===== src/rtl/video_timing_gen.sv =====
// Raster timing generator: h/v counters, sync/active decode and line/frame/vblank event pulses.
// Optional frame counter output enabled by defining VTG_FRAME_COUNT_EN.
module video_timing_gen #(
   parameter int H_ACTIVE  = 1280,
   parameter int H_FP      = 110,
   parameter int H_SYNC    = 40,
   parameter int H_BP      = 220,
   parameter int V_ACTIVE  = 720,
   parameter int V_FP      = 5,
   parameter int V_SYNC    = 5,
   parameter int V_BP      = 20,
   parameter bit HSYNC_POL = 1'b1,
   parameter bit VSYNC_POL = 1'b1,
   parameter int HW        = 11,
   parameter int VW        = 10
) (
`ifdef VTG_FRAME_COUNT_EN
   output logic [15:0]   frame_cnt,
`endif
   input  logic          clk,
   input  logic          rst_n,
   input  logic          pix_en,
   output logic          hsync,
   output logic          vsync,
   output logic          active,
   output logic [HW-1:0] x,
   output logic [VW-1:0] y,
   output logic          line_start,
   output logic          frame_start,
   output logic          vblank_start
);

   localparam int H_TOTAL = H_ACTIVE + H_FP + H_SYNC + H_BP;
   localparam int V_TOTAL = V_ACTIVE + V_FP + V_SYNC + V_BP;
   localparam logic [HW-1:0] H_LAST = HW'(H_TOTAL - 1);
   localparam logic [VW-1:0] V_LAST = VW'(V_TOTAL - 1);

   // Window test done in int so sync-end bounds equal to 2^HW/2^VW cannot truncate.
   function automatic logic in_range(input int val, input int lo, input int hi);
      return (val >= lo) && (val < hi);
   endfunction

   logic [HW-1:0] h_r;
   logic [VW-1:0] v_r;
   logic [HW-1:0] h_nxt_s;
   logic [VW-1:0] v_nxt_s;

   logic          act_s;
   logic          hs_in_s;
   logic          vs_in_s;
   logic          h_zero_s;
   logic          v_zero_s;
   logic          v_vbl_s;

   logic          hsync_r;
   logic          vsync_r;
   logic          active_r;
   logic [HW-1:0] x_r;
   logic [VW-1:0] y_r;
   logic          line_start_r;
   logic          frame_start_r;
   logic          vblank_start_r;

   // Next raster position: wrap h at line end, wrap v at frame end.
   always_comb begin
      h_nxt_s = h_r;
      v_nxt_s = v_r;
      if (h_r == H_LAST) begin
         h_nxt_s = {HW{1'b0}};
         if (v_r == V_LAST) begin
            v_nxt_s = {VW{1'b0}};
         end else begin
            v_nxt_s = v_r + {{(VW-1){1'b0}}, 1'b1};
         end
      end else begin
         h_nxt_s = h_r + {{(HW-1){1'b0}}, 1'b1};
         v_nxt_s = v_r;
      end
   end

   // Decode of the current (h,v) position, registered on the advancing edge.
   always_comb begin
      act_s    = in_range(int'(h_r), 0, H_ACTIVE) && in_range(int'(v_r), 0, V_ACTIVE);
      hs_in_s  = in_range(int'(h_r), H_ACTIVE + H_FP, H_ACTIVE + H_FP + H_SYNC);
      vs_in_s  = in_range(int'(v_r), V_ACTIVE + V_FP, V_ACTIVE + V_FP + V_SYNC);
      h_zero_s = (h_r == {HW{1'b0}});
      v_zero_s = (v_r == {VW{1'b0}});
      v_vbl_s  = (int'(v_r) == V_ACTIVE);
   end

   // Raster counters.
   always_ff @(posedge clk or negedge rst_n) begin
      if (!rst_n) begin
         h_r <= {HW{1'b0}};
         v_r <= {VW{1'b0}};
      end else if (pix_en) begin
         h_r <= h_nxt_s;
         v_r <= v_nxt_s;
      end else begin
         h_r <= h_r;
         v_r <= v_r;
      end
   end

   // Output registers: levels hold while pix_en=0, pulses drop on every non-advancing edge.
   always_ff @(posedge clk or negedge rst_n) begin
      if (!rst_n) begin
         hsync_r        <= ~HSYNC_POL;
         vsync_r        <= ~VSYNC_POL;
         active_r       <= 1'b0;
         x_r            <= {HW{1'b0}};
         y_r            <= {VW{1'b0}};
         line_start_r   <= 1'b0;
         frame_start_r  <= 1'b0;
         vblank_start_r <= 1'b0;
      end else if (pix_en) begin
         hsync_r        <= hs_in_s ? HSYNC_POL : ~HSYNC_POL;
         vsync_r        <= vs_in_s ? VSYNC_POL : ~VSYNC_POL;
         active_r       <= act_s;
         x_r            <= act_s ? h_r : {HW{1'b0}};
         y_r            <= act_s ? v_r : {VW{1'b0}};
         line_start_r   <= h_zero_s;
         frame_start_r  <= h_zero_s && v_zero_s;
         vblank_start_r <= h_zero_s && v_vbl_s;
      end else begin
         line_start_r   <= 1'b0;
         frame_start_r  <= 1'b0;
         vblank_start_r <= 1'b0;
      end
   end

`ifdef VTG_FRAME_COUNT_EN
   logic [15:0] frame_cnt_r;

   // Frame counter steps on the same edge that registers frame_start high; wraps naturally.
   always_ff @(posedge clk or negedge rst_n) begin
      if (!rst_n) begin
         frame_cnt_r <= 16'd0;
      end else if (pix_en && h_zero_s && v_zero_s) begin
         frame_cnt_r <= frame_cnt_r + 16'd1;
      end else begin
         frame_cnt_r <= frame_cnt_r;
      end
   end

   assign frame_cnt = frame_cnt_r;
`endif

   assign hsync        = hsync_r;
   assign vsync        = vsync_r;
   assign active       = active_r;
   assign x            = x_r;
   assign y            = y_r;
   assign line_start   = line_start_r;
   assign frame_start  = frame_start_r;
   assign vblank_start = vblank_start_r;

endmodule


===== config.mk =====
export PLATFORM = sky130hd
export DESIGN_NAME = video_timing_gen
export DESIGN_NICKNAME = d
export VERILOG_FILES = /design/src/rtl/video_timing_gen.sv
export SDC_FILE = /design/constraint.sdc
export NUM_CORES = 1
export LEC_CHECK = 0
export ABC_CLOCK_PERIOD_IN_PS = 2500
export BUFFER_PORTS_ARGS = -buffer_cell sky130_fd_sc_hd__buf_4
export CORE_MARGIN = 2
export CORE_UTILIZATION = 55
export DETAILED_ROUTE_END_ITERATION = 12
export PLACE_DENSITY_LB_ADDON = 0.2
export SLEW_MARGIN = 10
export SYNTH_ARGS = -nofsm -noshare
export SYNTH_HDL_FRONTEND = slang
export SYNTH_SLANG_ARGS = --single-unit

===== constraint.sdc =====
create_clock -name clk -period 2.5 [get_ports clk]
set_clock_uncertainty 0.15 [all_clocks]
set_input_delay 0.125 -clock clk [delete_from_list [all_inputs] [get_ports clk]]
set_output_delay 0.125 -clock clk [all_outputs]
set_load 0.02 [all_outputs]

==> reports/metrics.cfg <==
[routing]
routed_wl_um=4610
route.detailed.drc=0
first_iter_violations=152
route.detailed.wl_per_inst_um=16.3
via_per_inst=6.13
final_antenna_net_count=0
via_count=1736
first_pass_iters=4

[timing]
fin_crit_ns=2.30
fmax_ghz=0.435
worstMarginPinSlew_ns=0.581
slew_violations=0
setup_viol=0
max-slew-margin-rel_pct=61.0
hold_viol_final=0
fin_crit_sh_pct=92.0
finalSetupTns_ns=0
rsz0062_at_grt=false

[yosys]
syn_avg_cell_area_sq_um=11.0
yosys_register_bits=48
async_flop_share_pct=100
ys_top_cells_by_area=dfrtp_1, a22o_1, ha_1, nand3_1, o21ai_0
synth_seq_area_share_pct=53.7
ys.flop_type=dfrtp_1
synthCells=204
yosys.area.top_type=dfrtp_1
synth-edff-count=0
netlist_area_sq_um=2240
yosys-top-cells-count=dfrtp_1, a22o_1, nand2_1, nand3_1, clkbuf_1
synth_top_area_share_pct=53.7
synthesis.nets=214
synth.most_common_cell=dfrtp_1
yosysWarnings=0
ys_types=41

[die]
core_area_sq_um=3940
ios=30
fp-row-count=23
initial_utilization_pct=56.7
die_x_um=67.8
die_y_um=67.8
dieArea_sq_um=4590

[clock_tree]
cts-buffers-inserted=5
path_clk_slew_ns=0.09
post-cts-setup-buffer-count=0
htreeDepth=2
cts_root_buf=clkbuf_8
cts_tree=yes
cts.sinks=48
clkLatencyLatePin_ns=0.29
cts_buffer_depth=2

[worst_setup_path]
cp-start-kind=register
crit_arrival_ns=2.36
path_max_fanout=13
criticalPathCategory=register to register
end_kind=register
required_ns=2.56

[place]
io_buffers=29
place_congestion=0.882
post-dp-hpwl_um=3240

[pwr]
power_frac_seq_pct=53.9
power.leakage_nw=1.21
powerDensity_nw_per_um2=692
switchingPower_uw=551
p_clk_share_pct=26.2
intPower_mw=1.24
combPwrFrac_pct=19.9
sw_frac_of_total_pct=30.7
irDropWorstVdd_mv=0.399

[final_layout]
layout-drive-gt1-share_pct=21.5
antenna_cells=0
nNetsFinal=242
syn_to_final_growth_pct=16.1
finish.utilization_pct=65.8
n_fill_cell=301

[global_route]
antenna_found_initial=0
grt_pass1_vias=1640
grt_usage_pct=22.0
grt_overflow=0
grt_pass1_wl_um=7570
grt_max_degree=49

[worst_hold_path]
min_path_type=primary input to asynchronous set/reset pin

[run]
drv_cap=0

[outcome]
status=finished, final reports clean

-- logic make-up (layout without fill, tap and decap cells) --
| kind of cell | Yosys count | count (layout) | share of synthesized area (%) |
|---|---|---|---|
| and+or+nand+nor | 65 | 65 | 17.6 |
| AOI/OAI and AO/OA | 53 | 53 | 17.0 |
| DFF | 48 | 48 | 53.7 |
| buffers and inverters | 23 | 52 | 4.53 |
| adders and majority gates | 7 | 7 | 3.92 |
| xor gates and xnor gates | 7 | 7 | 2.74 |
| muxes | 1 | 1 | 0.504 |
-- area by class of cell --
cell class                      instances  area (sq um)  share of cell area [%]
Tap cell                               50          62.6                    2.41
Inverter                                8          30.0                    1.16
Multi-Input combinational cell        133           933                    36.0
Clock buffer                            6          82.6                    3.18
Sequential cell                        48          1200                    46.3
Timing Repair Buffer                   36           275                    10.6
Clock inverter                          2          10.0                   0.386
-- sequential cells by signal, summed over array words and instances (netlist names), 10 cells and up --
signal  flops
h_r        11
x          11
v_r        10
y          10
-- worst paths after layout --
check | startpoint | endpoint | slack (ns) | cells after the start
max | h_r[7] | v_r[9] | 0.20 | 4
min | rst_n | v_r[8] | 0.23 | 2
max reg2reg | h_r[7] | v_r[9] | 0.20 | 4
min reg2reg | active | active | 0.35 | 1
max in group asynchronous | rst_n | v_r[3] | 1.58 | 2
min in group clk | active | active | 0.35 | 1
-- critical path: stages, from the launching register on --
cell     delay, ns
dfrtp_1       0.45
or4_4         0.56
or4_4         0.61
or3_1         0.36
o21ai_0       0.08
-- layer usage --
layer	wire [um]	track usage, %	vias to the layer above
li1	-	-	809
met1	2120	30.9	863
met2	2150	33.5	53
met3	241	3.83	11
met4	98	9.44	0
met5	0	0	-
-- what timing repair did --
item                      in CTS  in global routing
gates resized for setup        0                  0
hold buffers                   2                  0
hold endpoints to repair      50                  0
-- power groups by stage --
stage	registers [mW]	clock network (mW)	logic, mW
after floorplan	0.984	0	0.213
after global placement	0.973	0	0.346
after detailed placement	0.980	0	0.357
after CTS	0.965	0.476	0.360
after global routing	0.980	0.508	0.390
final	0.968	0.471	0.357
-- placed cells by master (no fill, tap or decap), drive strengths merged, types with 6 or more instances in the layout --
cell type and instances:
a31oi 7, o21ai 12, a22o 21, inv 8, clkbuf 6, buf 34, ha 7, nand2 14
nand3 14, dfrtp 48
-- metrics by stage --
step	total power, mW	setup slack (ns)	cell area [sq um]	cells	hold WS, ns
6_report	1.80	0.200	2590	283	0.225
5_1_grt	1.88	0.120	2590	283	0.286
4_1_cts	1.80	0.215	2590	283	0.248
3_5_place_dp	1.34	0.236	2480	273	0.0143
3_3_place_gp	1.32	0.270	2480	273	0.00734
2_1_floorplan	1.20	0.305	2240	204	-0.321
Power figures use the tool's default switching activity.
